**src/rtl/jk_cmd_sequencer_pkg.sv**
```systemverilog
// Shared encodings for the jk command sequencer: opcodes, FSM states and the
// opcode to {j,k} mapping used when a command is issued.
package jk_cmd_sequencer_pkg;

    typedef enum logic [1:0] {
        OP_HOLD   = 2'b00,
        OP_RESET  = 2'b01,
        OP_SET    = 2'b10,
        OP_TOGGLE = 2'b11
    } jk_op_e;

    typedef enum logic [1:0] {
        ST_IDLE  = 2'b00,
        ST_ISSUE = 2'b01,
        ST_GAP   = 2'b10
    } seq_state_e;

    // Returns {j, k} for the addressed flop.
    function automatic logic [1:0] op_jk(input jk_op_e op);
        logic [1:0] jk;
        case (op)
            OP_HOLD:   jk = 2'b00;
            OP_RESET:  jk = 2'b01;
            OP_SET:    jk = 2'b10;
            OP_TOGGLE: jk = 2'b11;
            default:   jk = 2'b00;
        endcase
        return jk;
    endfunction

endpackage

```
**src/rtl/jk_cmd_fifo.sv**
```systemverilog
// Synchronous command FIFO. The head entry is presented combinationally so the
// sequencer can pop and act on it in the same cycle.
module jk_cmd_fifo #(
    parameter int W     = 9,
    parameter int DEPTH = 4
) (
    input  logic                     clk,
    input  logic                     reset,
    input  logic                     push,
    input  logic [W-1:0]             push_data,
    input  logic                     pop,
    output logic [W-1:0]             head,
    output logic                     full,
    output logic                     empty,
    output logic [$clog2(DEPTH):0]   count
);

    localparam int AW = $clog2(DEPTH);
    localparam logic [AW:0] DEPTH_C = (AW+1)'(DEPTH);

    logic [W-1:0]  mem [DEPTH];
    logic [AW-1:0] wr_ptr_reg;
    logic [AW-1:0] rd_ptr_reg;
    logic [AW:0]   count_reg;
    logic          push_en;
    logic          pop_en;

    // A push while full is refused even if a pop frees a slot this cycle.
    assign push_en = push && !full;
    assign pop_en  = pop && !empty;

    always_ff @(posedge clk) begin
        if (push_en) begin
            mem[wr_ptr_reg] <= push_data;
        end
    end

    always_ff @(posedge clk) begin
        if (reset) begin
            wr_ptr_reg <= '0;
            rd_ptr_reg <= '0;
            count_reg  <= '0;
        end else begin
            if (push_en) begin
                wr_ptr_reg <= wr_ptr_reg + AW'(1);
            end
            if (pop_en) begin
                rd_ptr_reg <= rd_ptr_reg + AW'(1);
            end
            count_reg <= count_reg + (AW+1)'(push_en) - (AW+1)'(pop_en);
        end
    end

    assign head  = mem[rd_ptr_reg];
    assign full  = (count_reg == DEPTH_C);
    assign empty = (count_reg == '0);
    assign count = count_reg;

endmodule

```
**src/rtl/jk_cmd_sequencer.sv**
```systemverilog
// Buffers {op, idx, rpt} commands and replays each as registered one-cycle j/k
// pulses on the addressed flop, with an all-zero cycle between any two issues.
module jk_cmd_sequencer
    import jk_cmd_sequencer_pkg::*;
#(
    parameter int N     = 8,
    parameter int IDX_W = 3,
    parameter int RPT_W = 4,
    parameter int DEPTH = 4
) (
    input  logic             clk,
    input  logic             reset,
    input  logic             cmd_valid,
    output logic             cmd_ready,
    input  logic [1:0]       cmd_op,
    input  logic [IDX_W-1:0] cmd_idx,
    input  logic [RPT_W-1:0] cmd_rpt,
    output logic [N-1:0]     j,
    output logic [N-1:0]     k,
    output logic             busy,
    output logic             done,
    output logic             err_idx
);

    localparam int W  = 2 + IDX_W + RPT_W;
    localparam int CW = $clog2(DEPTH) + 1;
    localparam logic [IDX_W:0] N_LIM = (IDX_W+1)'(N);

    logic [W-1:0]     head;
    logic             fifo_full;
    logic             fifo_empty;
    logic [CW-1:0]    fifo_count;
    logic             push;
    logic             pop;

    jk_op_e           head_op;
    logic [IDX_W-1:0] head_idx;
    logic [RPT_W-1:0] head_rpt;
    logic             head_bad;
    logic [RPT_W-1:0] head_rem;
    logic [N-1:0]     head_sel;
    logic [N-1:0]     cur_sel;

    seq_state_e       state_reg, state_next;
    jk_op_e           cur_op_reg, cur_op_next;
    logic [IDX_W-1:0] cur_idx_reg, cur_idx_next;
    logic [RPT_W-1:0] cur_rem_reg, cur_rem_next;
    logic [N-1:0]     j_reg, j_next;
    logic [N-1:0]     k_reg, k_next;
    logic             err_reg, err_next;
    logic [1:0]       jk_sel;

    assign cmd_ready = !fifo_full && !reset;
    assign push      = cmd_valid && cmd_ready;

    jk_cmd_fifo #(
        .W     (W),
        .DEPTH (DEPTH)
    ) u_fifo (
        .clk       (clk),
        .reset     (reset),
        .push      (push),
        .push_data ({cmd_op, cmd_idx, cmd_rpt}),
        .pop       (pop),
        .head      (head),
        .full      (fifo_full),
        .empty     (fifo_empty),
        .count     (fifo_count)
    );

    assign head_op  = jk_op_e'(head[W-1 -: 2]);
    assign head_idx = head[RPT_W +: IDX_W];
    assign head_rpt = head[RPT_W-1:0];
    assign head_bad = ({1'b0, head_idx} >= N_LIM);
    // Only TOGGLE repeats; a zero repeat count still issues once.
    assign head_rem = (head_op == OP_TOGGLE && head_rpt != '0) ? head_rpt : RPT_W'(1);

    generate
        for (genvar gi = 0; gi < N; gi++) begin : g_sel
            assign head_sel[gi] = (head_idx == IDX_W'(gi));
            assign cur_sel[gi]  = (cur_idx_reg == IDX_W'(gi));
        end
    endgenerate

    always_comb begin
        state_next   = state_reg;
        cur_op_next  = cur_op_reg;
        cur_idx_next = cur_idx_reg;
        cur_rem_next = cur_rem_reg;
        j_next       = '0;
        k_next       = '0;
        err_next     = 1'b0;
        pop          = 1'b0;
        jk_sel       = 2'b00;
        case (state_reg)
            ST_IDLE: begin
                if (!fifo_empty) begin
                    pop = 1'b1;
                    if (head_bad) begin
                        err_next = 1'b1;
                    end else begin
                        cur_op_next  = head_op;
                        cur_idx_next = head_idx;
                        cur_rem_next = head_rem;
                        jk_sel       = op_jk(head_op);
                        j_next       = head_sel & {N{jk_sel[1]}};
                        k_next       = head_sel & {N{jk_sel[0]}};
                        state_next   = ST_ISSUE;
                    end
                end
            end
            ST_ISSUE: begin
                if (cur_rem_reg == RPT_W'(1)) begin
                    state_next = ST_IDLE;
                end else begin
                    cur_rem_next = cur_rem_reg - RPT_W'(1);
                    state_next   = ST_GAP;
                end
            end
            ST_GAP: begin
                jk_sel     = op_jk(cur_op_reg);
                j_next     = cur_sel & {N{jk_sel[1]}};
                k_next     = cur_sel & {N{jk_sel[0]}};
                state_next = ST_ISSUE;
            end
            default: begin
                state_next = ST_IDLE;
            end
        endcase
    end

    always_ff @(posedge clk) begin
        if (reset) begin
            state_reg   <= ST_IDLE;
            cur_op_reg  <= OP_HOLD;
            cur_idx_reg <= '0;
            cur_rem_reg <= '0;
            j_reg       <= '0;
            k_reg       <= '0;
            err_reg     <= 1'b0;
        end else begin
            state_reg   <= state_next;
            cur_op_reg  <= cur_op_next;
            cur_idx_reg <= cur_idx_next;
            cur_rem_reg <= cur_rem_next;
            j_reg       <= j_next;
            k_reg       <= k_next;
            err_reg     <= err_next;
        end
    end

    assign j       = j_reg;
    assign k       = k_reg;
    assign err_idx = err_reg;
    assign done    = (state_reg == ST_ISSUE) && (cur_rem_reg == RPT_W'(1));
    assign busy    = (state_reg != ST_IDLE) || (fifo_count != '0);

endmodule

```
**config.mk**
```make
export PLATFORM = sky130hd
export DESIGN_NAME = jk_cmd_sequencer
export DESIGN_NICKNAME = d
export VERILOG_FILES = /design/src/rtl/jk_cmd_sequencer_pkg.sv /design/src/rtl/jk_cmd_fifo.sv /design/src/rtl/jk_cmd_sequencer.sv
export SDC_FILE = /design/constraint.sdc
export NUM_CORES = 1
export LEC_CHECK = 0
export CAP_MARGIN = 25
export CORE_ASPECT_RATIO = 1.1
export CORE_MARGIN = 3
export CORE_UTILIZATION = 30
export DETAILED_ROUTE_END_ITERATION = 8
export SETUP_SLACK_MARGIN = 0.05
export SYNTH_ARGS = -nofsm -noshare
export SYNTH_HDL_FRONTEND = slang
export SYNTH_SLANG_ARGS = --single-unit
```
**constraint.sdc**
```tcl
create_clock -name clk -period 5.61 [get_ports clk]
set_input_delay 0.8415 -clock clk [delete_from_list [all_inputs] [get_ports clk]]
set_output_delay 0.8415 -clock clk [all_outputs]
set_load 0.02 [all_outputs]
```
==> results, run 1 <==
- The number of nets handed over by synthesis was 232.
- The non-filler instance count after layout is 365.
- The starting density of the core is 31.46%.
- The mux contribution to synthesized area is 7.152%.
- The critical register-to-register path startpoint is state_reg[0].
- STA puts the critical path data arrival time at 2.63 ns.
- The average instance in the mapped netlist occupies 13.43 um^2.
- The global placer's final weighted congestion is 0.7926.
- In the layout the commonest cells are 36 x dfxtp_1, 36 x edfxtp_1, 30 x clkdlybuf4s50_1.
- The summed area of non-filler cells in the final layout is 0.003491 mm^2.
- By area, the combinational part of the netlist is dominated by simple AND/OR/NAND/NOR gates.
- The headroom to the max-slew limit is 43.21%.
- The warning count from the yosys run is 0.
- The worst min-delay path class is reg2reg.
- The fraction of power spent switching nets is 31.10%.
- The die height is 107.9 um.
- The smallest clock period supported by the final layout is computed as 3.467 ns.
- The number of antenna violations at the first check in global routing came to 0.
- The count of flip-flops with a built-in enable after synthesis is 36.
- The synthesized design contains 72 register bits.
- Power comes to 1.655 mW.
- The number of global-route vias before repair is 1778.
- The later pin in the worst-skew pair is clocked with a latency of 0.35 ns.
- The instance count after placement with tap cells included is 349.
- Summing all multi-input logic gate instances after layout gives 963.4 um^2.
- 32 I/O pins were placed.
- The maximum single-stage delay on the critical path is 0.84 ns.
- The first-pass GRT wire length is 8.590 mm.
- After detailed routing, the average wire length per cell comes to 13.94 um.
- The count of endpoints failing hold in the final timing report was 0.
- The depth of the critical timing path with buffers and inverters included is 3.
- Once the clock tree was built, the resizer swapped 0 gates to a different size.
- In this run the worst setup path begins at reset.
- Data on the critical path is required at its endpoint by 4.77 ns.
- The total overflow reported by the global router is 0.
- For this run, the top clock speed supported by timing is 288.4 MHz.
- For this block, the routed nets add up to 5.088 mm of wire.
- The most used flip-flop cell after synthesis is edfxtp_1.
- Once placement finished, the instance area stood at 0.003242 mm^2.
- The die boundary width is 98.67 um.
- Synthesis handed over a netlist of 211 instances.
- Summing every instance area after synthesis gives 0.002834 mm^2.
- The share of final-layout standard cells stronger than drive strength 1 is 13.15%.
- The number of flip-flops under the largest register name is 36.
- The startpoint of the most critical hold path is cur_op_reg[1].
- Registers are responsible for 41.7% of the overall power.
- The largest net degree at the start of global routing is 24.
- Among all stages on the critical path, the largest delay is contributed by clkdlybuf4s50_1.
- The maximum vdd drop is 0.0001703 V.
- The die outline area is 0.01065 mm^2.
- Once detail routing completed, the nets flagged for antenna violations numbered 0.
- For this run, the total global-route usage over all layers was measured as 10.42%.
- The area growth from synthesis to layout is 23.18%.
- Of the total synthesized cell area, the portion taken by full adders, half adders and majority gates is 4.238%.
- The clock net in this run drives a total of 72 sinks.
- The area of the core is 0.009009 mm^2.
- For this design the static power due to leakage is 1.191 nW.
- The count of buffers added on input and output ports is 30.
- The kind of cell adding the most delay to the critical path is buffers and inverters.
- The final worst-path cycle share is 61.80%.
- Clock tree synthesis selected as its root buffer the cell clkbuf_8.
- The area share of xor/xnor cells in the synthesized design is 2.163%.
- The worst-case clock skew is 0.007770 ns.
- The number of cells on the worst reg-to-reg path is 11.
- The total setup buffers inserted after CTS is 0.
- The net count of the finished layout is 267.
- Power spread over the standard cell area amounts to 474.0 mW/mm^2.
- The max-slew violation total from the final report came to 0.
- Clock-pin slew was measured on the worst setup and hold paths at 0.07 ns.
- TritonCTS created 9 clock buffers.
- The H-tree was split into 3 levels.
- Dividing the detail-routed via count by the number of cells gives 4.729.
- The cell repeated most along the worst path is clkdlybuf4s50_1.
- The flow ran to the end, and the final reports show no timing, DRC or antenna violations.
- The setup path with the least slack is of type in2out.
- The number of maximum-capacitance violations is 0.
- The setup total negative slack is 0 ns.
- The sequential fraction of the synthesis area is 63.58%.
- The final-report setup violation count is 0.
- Of all flip-flops after synthesis, the portion carrying an async set or reset was 0%.
- The kind of end point of the critical path is an output pin.
- The filler cells instantiated in the layout total 866.
- The detailed router finished its first iteration with 46 violations.
- The net switching power is 0.5146 mW.
- The final routed DRC violation total is 0.
- On the final layout, the worst hold slack is 0.4754 ns.
- The clock network fraction of total power is 29.6%.
- The fraction of power consumed by combinational cells is 28.7%.
- Setup repair after global routing left no endpoint under its margin.
- The count of inserted antenna diode cells is 0.
- The estimated wirelength of the detail-placed design is 3.576 mm.
- The buffer depth of the longest clock path is 2.
- The worst hold path passes through 2 cells.
- For this block, the via count after detailed routing is 1726.
- Counting both buffers and inverters, the worst setup path holds a total of 2.
- Traced cell by cell, the critical path runs through clkdlybuf4s50_1 -> a21oi_1 -> clkdlybuf4s50_1.
- The first TritonRoute pass finished after 4 iterations.
- For the pin with the worst max-slew slack, the measured transition is 0.8492 ns.
- Along the worst path, the maximum fanout reaches 23.
- After floorplanning, the core was divided into 36 placement rows.
- The CTS tree is done.
- The number of hold buffers added after CTS was 0.
- Of the total synthesized cell area, the portion taken by AND, OR, NAND and NOR gates is 11.74%.
- Summing the areas of all compound-gate instances in the mapped netlist gives 8.565% of the synthesized area.
- The element type at the critical path start is an input port.
- The number of distinct library cells after synthesis is 39.
- The internal portion of the total power is 1.140 mW.
- The setup slack of the most critical reg-to-reg path is 2.95 ns.
- The combined flip-flop and latch cell area is 0.001802 mm^2.
## worst min-delay path, stage by stage, from the launching register on
cell and delay (ns):
dfxtp_1 0.33, nand2_1 0.06, a21oi_1 0.05
## final timing paths
path,endpoint
max reg2reg,u_fifo.count[2]
min reg2reg,cur_op_reg[1]
min,cur_op_reg[1]
max,cmd_ready
## cells by family after synthesis
logic type	after synthesis
adders and majority gates	9
DFF	72
xor gates and xnor gates	7
AOI/OAI and AO/OA	33
and+or+nand+nor	65
muxes	9
buffers and inverters	15
other	1
## power by group through the flow
stage                     Clock (mW)  Combinational (mW)  Sequential, mW
final                          0.490               0.475           0.689
after CTS                      0.501               0.479           0.691
after detailed placement           0               0.477           0.702
after floorplan                    0               0.385           0.678
after global routing           0.528               0.532           0.703
after global placement             0               0.471           0.701
## layout make-up
type | count | share of cell area (%)
well taps | 114 | 4.086
multi-input cells | 124 | 27.60
clock buffers | 12 | 5.090
inverters | 9 | 0.9677
flip-flops and latches | 72 | 51.61
clock inverters | 4 | 2.043
repair buffers | 30 | 8.602
## metal layers
metal | part of all wire (%) | GRT usage (%) | vias to the layer above
met5 | 0 | 0 | -
met4 | 1.8 | 3.707 | 0
met3 | 5.4 | 4.387 | 10
met2 | 47 | 16.33 | 43
met1 | 46 | 12.95 | 824
li1 | - | - | 849
## cell usage after synthesis (4+ instances only)
library cell	count	area share (%)
inv_1	8	1.1
and2_1	5	1.1
nor3_1	6	1.1
a21oi_1	8	1.4
nand2_1	17	2.3
mux4_2	9	7.2
xor2_1	4	1.2
nand3_1	7	1.2
dfxtp_1	36	25
ha_1	8	3.5
edfxtp_1	36	38
o22ai_1	16	3.5
nor2_1	14	1.9
## metrics by stage
step	setup WS (ns)	util (%)
2_1_floorplan	3.177	-
3_3_place_gp	2.147	35.99
3_5_place_dp	2.131	35.99
4_1_cts	2.120	38.75
5_1_grt	1.970	38.75
6_report	2.143	38.75
Note: power is estimated with default switching activity, not from simulation.
==> run 2, diff against run 1 <==
Clock period 5.61 ns to 2.9 ns, I/O delays scaled along.
==> results, run 2 (same netlist as run 1, synthesis figures left out) <==
- The flow ran to the end, and the final reports show no timing, DRC or antenna violations.
- The final routed DRC violation total came to 0 (unchanged).
- The die boundary width is 98.67 um (unchanged).
- The CTS tree is done.
- The max-slew violation total from the final report is 0 (unchanged).
- The share of final-layout standard cells stronger than drive strength 1 is 14.57% (+1.4 points).
- The core utilization of the finished layout is 38.06% (-0.69 points).
- The global placer's final weighted congestion is 0.8043 (+1.5%).
- The number of antenna violations at the first check in global routing was 0 (unchanged).
- The number of maximum-capacitance violations is 0 (unchanged).
- The number of buffers added by the clock tree synthesis step is 9 (unchanged).
- In the layout the commonest cells are 36 x dfxtp_1, 36 x edfxtp_1, 30 x clkdlybuf4s50_1.
- The setup slack of the most critical reg-to-reg path is 0.31 ns (-2.64 ns).
- Relative to the synthesized area, the layout overhead comes to 20.97%.
- The worst-case clock skew came to 0.005584 ns (-0.002186 ns).
- The worst setup path is of the reg2out kind.
- The worst hold path belongs to the class reg2reg.
- The area of the core is 0.009009 mm^2 (unchanged).
- The number of placement rows was 36 (unchanged).
- Setup repair after global routing left no endpoint under its margin.
- The count of endpoints failing hold in the final timing report is 0 (unchanged).
- The number of detailed-routing iterations run before antenna repair is 4 (unchanged).
- The static leakage power came to 1.172 nW (-1.6%).
- The number of clock sinks seen by CTS was 72 (unchanged).
- The detailed-route wire length is 5.089 mm (about the same).
- The number of design-rule violations left by the first detailed-router iteration came to 58 (+26%).
- The final worst-path cycle share is 91.20%.
- The CTS clock-pin slew for the worst setup and hold paths is 0.07 ns (about the same).
- The number of antenna-violating nets in the routed design is 0 (unchanged).
- The die outline area is 0.01065 mm^2 (unchanged).
- The maximum vdd drop was 0.0003888 V (+130%).
- The summed area of non-filler cells in the final layout is 0.003428 mm^2 (-1.8%).
- The final-layout fill cell count is 883 (+2.0%).
- The starting density of the core is 31.46% (unchanged).
- The worst setup margin was 0.2552 ns (-1.888 ns).
- The via count normalized by instance count is 4.736 (+0.16%).
- The kind of end point of the critical path is an output pin.
- The uppermost layer routed is met4.
- The worst hold slack is 0.4846 ns (+0.009238 ns).
- The setup total negative slack was 0 ns (unchanged).
- The first-pass GRT wire length came to 8.493 mm (-1.1%).
- The final-report setup violation count is 0 (unchanged).
- The total setup buffers inserted after CTS is 0 (unchanged).
- The largest net degree at the start of global routing was 22 (-8.3%).
- The wire length per cell is 13.83 um (-0.80%).
- The H-tree level count is 3 (unchanged).
- The instance area after placement came to 0.003264 mm^2 (+0.69%).
- The routed via count is 1743 (+0.98%).
- The met2 wire length is 2.420 mm (+0.88%).
- The clock latency at the later pin of the worst-skew pair is 0.34 ns (about the same).
- The routed design could run at a clock period as short as 2.645 ns.
- The total overflow reported by the global router is 0 (unchanged).
- The number of top-level pins is 32 (unchanged).
- The count of inserted antenna diode cells is 0 (unchanged).
- The hold-fix buffer count after cts was 0 (unchanged).
- The data required time of the worst path is 2.47 ns (-2.30 ns).
- The post-route met1 wirelength came to 2.337 mm (+0.78%).
- The peak clock frequency supported by timing is 378.1 MHz.
- The maximum fanout encountered on the critical timing path is 5 (-78%).
- The routed length on met3 is 263 um (-5.1%).
- The headroom to the max-slew limit is 57.35% (+14 points).
- The number of global-route vias before repair is 1734 (-2.5%).
- The endpoint arrival time on the critical path is 2.21 ns (-0.42 ns).
- The slew at the pin closest to its max-slew limit is 0.6385 ns (-0.2108 ns).
- The power per cell area came to 857.5 mW/mm^2 (+81%).
- The number of gates resized after CTS was 0 (unchanged).
- The worst-case setup slack after placement is 0.3142 ns (-1.817 ns).
- The number of flip-flops under the largest register name is 36 (unchanged).
- The clock root buffer master is clkbuf_8.
- The number of nets in the layout was 270 (+1.1%).
- STA classifies the critical path startpoint as a flip-flop.
- The estimated wirelength of the detail-placed design came to 3.535 mm (-1.1%).
- The buffer depth of the longest clock path is 2 (unchanged).
- The overall global routing resource usage was 10.42% (about the same).
- The die height is 107.9 um (unchanged).
- The count of input and output buffers is 30 (unchanged).
==> run 2: cell types whose count changed in the layout (fill, tap and decap cells not counted), sizes merged <==
cell / before / now
buf: 0 / 3
clkbuf: 12 / 10
clkinv: 1 / 5
bufinv: 2 / 0
==> run 2: worst paths after layout <==
kind | from | end | cells after the start
setup reg to reg | u_fifo.count[1] | u_fifo.count[2] | 11
setup / recovery | cur_rem_reg[1] | done | 5
hold reg to reg | cur_idx_reg[2] | cur_idx_reg[2] | 2
hold / removal | cur_idx_reg[2] | cur_idx_reg[2] | 2
==> run 2: worst max-delay path, cell delays in order, from the launching register on <==
cell             delay, ns
dfxtp_1               0.31
inv_1                 0.09
ha_1                  0.14
or3b_2                0.52
nor2_1                0.17
clkdlybuf4s50_1       0.64
==> run 2: final cells by class <==
type,count,area [um^2],area share [%]
sequential,72,1802,52.55
multi-input combinational,124,963.4,28.10
timing repair buffer,33,322.8,9.416
tap,114,142.6,4.161
clock buffer,10,128.9,3.759
clock inverter,6,35.03,1.022
inverter,9,33.78,0.9854
==> run 2: through the flow <==
stage / power [mW] / std cells
after floorplan: 2.056 / 211
after global placement: 2.289 / 352
after detailed placement: 2.301 / 352
after CTS: 2.971 / 368
after global routing: 3.152 / 368
final: 2.940 / 368
==> run 2: power by group <==
part           switching [mW]  total (mW)  internal (mW)
combinational           0.512       0.942          0.430
clock                   0.358       0.667          0.309
sequential              0.129        1.33           1.20
total                   0.999        2.94           1.94
==> run 2: per-layer routing <==
metal / up-vias / track usage (%)
li1: 858 / -
met1: 840 / 12.59
met2: 38 / 16.86
met3: 7 / 4.387
met4: 0 / 3.512
met5: - / 0
==> run 3, diff against run 2 <==
Settings changed: SYNTH_HIERARCHICAL from default to 1.
==> results, run 3 <==
- The summed area of non-filler cells in the final layout is 0.003740 mm^2 (+9.1%).
- The routed via count is 1958 (+12%).
- The sequential fraction of the synthesis area is 58.18% (-5.4 points).
- The worst min-delay path class is reg2reg.
- The total power after layout is 3.220 mW (+9.5%).
- The number of detailed-routing iterations run before antenna repair came to 4 (unchanged).
- The static leakage power was 1.267 nW (+8.1%).
- The biggest area contributor in the post-synthesis netlist is edfxtp_1.
- The starting density of the core was 31.02% (-0.44 points).
- The proportion of netlist area held by the largest area contributor is 34.91% (-3.2 points).
- The count of endpoints failing hold in the final timing report is 0 (unchanged).
- The final-layout fill cell count is 973 (+10%).
- The synthesized area per cell is 13.23 um^2 (-1.5%).
- The count of inserted antenna diode cells is 0 (unchanged).
- The synthesized netlist net count is 255 (+9.9%).
- The number of distinct library cells after synthesis is 51 (+31%).
- The number of flip-flops under the largest register name was 36 (unchanged).
- The proportion of synthesized flip-flops having asynchronous set or reset is 0% (unchanged).
- The worst-case clock skew was 0.009823 ns (+0.004239 ns).
- The final-report setup violation count came to 0 (unchanged).
- The gate count of the mapped netlist came to 234 (+11%).
- The die height is 112.6 um (+4.3%).
- The count of input and output buffers came to 30 (unchanged).
- The data required time of the worst path is 2.47 ns (about the same).
- The flip-flop and latch count after synthesis is 72 (unchanged).
- The buffer depth of the longest clock path was 2 (unchanged).
- The slew at the pin closest to its max-slew limit is 0.6030 ns (-0.03551 ns).
- The total overflow reported by the global router is 0 (unchanged).
- The number of placement rows is 38 (+5.6%).
- The final routed DRC violation total is 0 (unchanged).
- The total setup buffers inserted after CTS is 0 (unchanged).
- The number of antenna violations at the first check in global routing came to 0 (unchanged).
- The clock root buffer master is clkbuf_8.
- The endpoint arrival time on the critical path is 2.10 ns (-0.11 ns).
- The final worst-path cycle share is 87.44% (-3.8 points).
- The number of antenna-violating nets in the routed design is 0 (unchanged).
- The maximum fanout encountered on the critical timing path is 9 (+4).
- The number of clock sinks seen by CTS is 72 (unchanged).
- The maximum vdd drop is 0.0002803 V (-28%).
- The first-pass GRT wire length came to 9.563 mm (+13%).
- The area of the mapped netlist is 0.003097 mm^2 (+9.3%).
- The number of global-route vias before repair was 1953 (+13%).
- The instance area after placement is 0.003526 mm^2 (+8.0%).
- The flow ran to the end, and the final reports show no timing, DRC or antenna violations.
- The commonest cells after synthesis are 36 x dfxtp_1, 36 x edfxtp_1, 30 x nor2_1, 16 x a32oi_1, 11 x inv_1.
- STA classifies the critical path endpoint as an output pin.
- The peak clock frequency supported by timing is 394.4 MHz (+4.3%).
- The number of maximum-capacitance violations is 0 (unchanged).
- The hold-fix buffer count after cts was 0 (unchanged).
- The global placer's final weighted congestion is 0.7933 (-1.4%).
- The number of design-rule violations left by the first detailed-router iteration came to 92 (+59%).
- The warning count from the yosys run is 6 (+6).
- The area of the core is 0.009985 mm^2 (+11%).
- Setup repair after global routing left no endpoint under its margin.
- The number of top-level pins is 32 (unchanged).
- The overall global routing resource usage was 10.70% (+0.28 points).
- In the post-synthesis netlist, the biggest area contributors are edfxtp_1 35%, dfxtp_1 23%, mux4_2 6.5%.
- The die outline area is 0.01158 mm^2 (+8.7%).
- The detailed-route wire length is 5.625 mm (+11%).
- The wire length per cell was 14.28 um (+3.2%).
- In the layout the commonest cells are 36 x dfxtp_1, 36 x edfxtp_1, 30 x nor2_1, 30 x clkdlybuf4s50_1, 16 x a32oi_1.
- The largest net degree at the start of global routing is 23 (+4.5%).
- The clock latency at the later pin of the worst-skew pair is 0.35 ns (about the same).
- The area growth from synthesis to layout is 20.77%.
- The via count normalized by instance count is 4.970 (+4.9%).
- The H-tree level count is 3 (unchanged).
- The predominant post-synthesis flop cell is edfxtp_1.
- The power per cell area was 860.9 mW/mm^2 (+0.39%).
- The number of nets in the layout is 290 (+7.4%).
- The max-slew violation total from the final report came to 0 (unchanged).
- The number of gates resized after CTS is 0 (unchanged).
- The CTS tree is done.
- The estimated wirelength of the detail-placed design is 3.831 mm (+8.4%).
- The count of flip-flops with a built-in enable after synthesis is 36 (unchanged).
- The share of final-layout standard cells stronger than drive strength 1 is 16.42% (+1.9 points).
- The CTS clock-pin slew for the worst setup and hold paths is 0.08 ns (about the same).
- The type of the worst setup path is reg2out.
- The headroom to the max-slew limit was 59.75% (+2.4 points).
- The minimum clock period after layout is 2.536 ns (-0.1090 ns).
- The worst setup path is launched from a flip-flop.
- The setup total negative slack is 0 ns (unchanged).
- The number of buffers added by the clock tree synthesis step came to 9 (unchanged).
- The die boundary width is 102.9 um (+4.3%).
-- run 3: power by group --
group / internal (mW) / total, mW / leakage, nW / switching, mW
clock network: 0.424 / 0.825 / 0.108 / 0.400
registers: 1.20 / 1.35 / 0.619 / 0.155
logic: 0.488 / 1.04 / 0.540 / 0.554
-- run 3: path summary, 6_finish.rpt --
check / startpoint / end / slack (ns) / cells after the start
min: u_fifo/rd_ptr_reg[1] / u_fifo/rd_ptr_reg[1] / 0.50 / 2
min reg2reg: u_fifo/rd_ptr_reg[1] / u_fifo/rd_ptr_reg[1] / 0.50 / 2
max: state_reg[0] / done / 0.36 / 4
max reg2reg: u_fifo/count[1] / u_fifo/count[2] / 0.44 / 13
-- run 3: worst max-delay path, cell delays in order (launching register included) --
cell	delay, ns
dfxtp_1	0.57
buf_4	0.23
and2b_1	0.18
and3_1	0.16
clkdlybuf4s50_1	0.60
-- run 3: area by class of cell --
class,count,area [um^2],area share [%]
Multi-Input combinational cell,140,1195,31.95
Clock inverter,5,40.04,1.071
Sequential cell,72,1802,48.18
Inverter,11,41.29,1.104
Tap cell,120,150.1,4.015
Timing Repair Buffer,35,337.8,9.033
Clock buffer,11,173.9,4.650
-- run 3: stage by stage --
step           std cells  util [%]  setup WS (ns)  hold slack (ns)
2_1_floorplan        234         -         0.2367           0.4591
3_3_place_gp         378     35.31         0.2229           0.4727
3_5_place_dp         378     35.31         0.1833           0.4938
4_1_cts              394     37.46         0.3188           0.5071
5_1_grt              394     37.46         0.2352           0.5517
6_report             394     37.46         0.3642           0.5033
-- run 3: logic make-up (layout without fill, tap and decap cells) --
group	count (synthesis)	after routing	synth area share [%]
multiplexers	16	16	8.848
adder cells (fa/ha/maj)	9	9	3.879
AND/OR/NAND/NOR	77	77	15.15
AO/OA/AOI/OAI	34	34	9.737
buffers and inverters	22	62	3.232
XOR/XNOR	3	3	0.8486
flip-flops	72	72	58.18
other	1	1	0.1211
-- run 3: metal layers --
metal,wire length (um),track usage [%]
met1,2550,13.44
met2,2626,16.58
met5,0,0
met4,163,5.354
met3,285,3.232
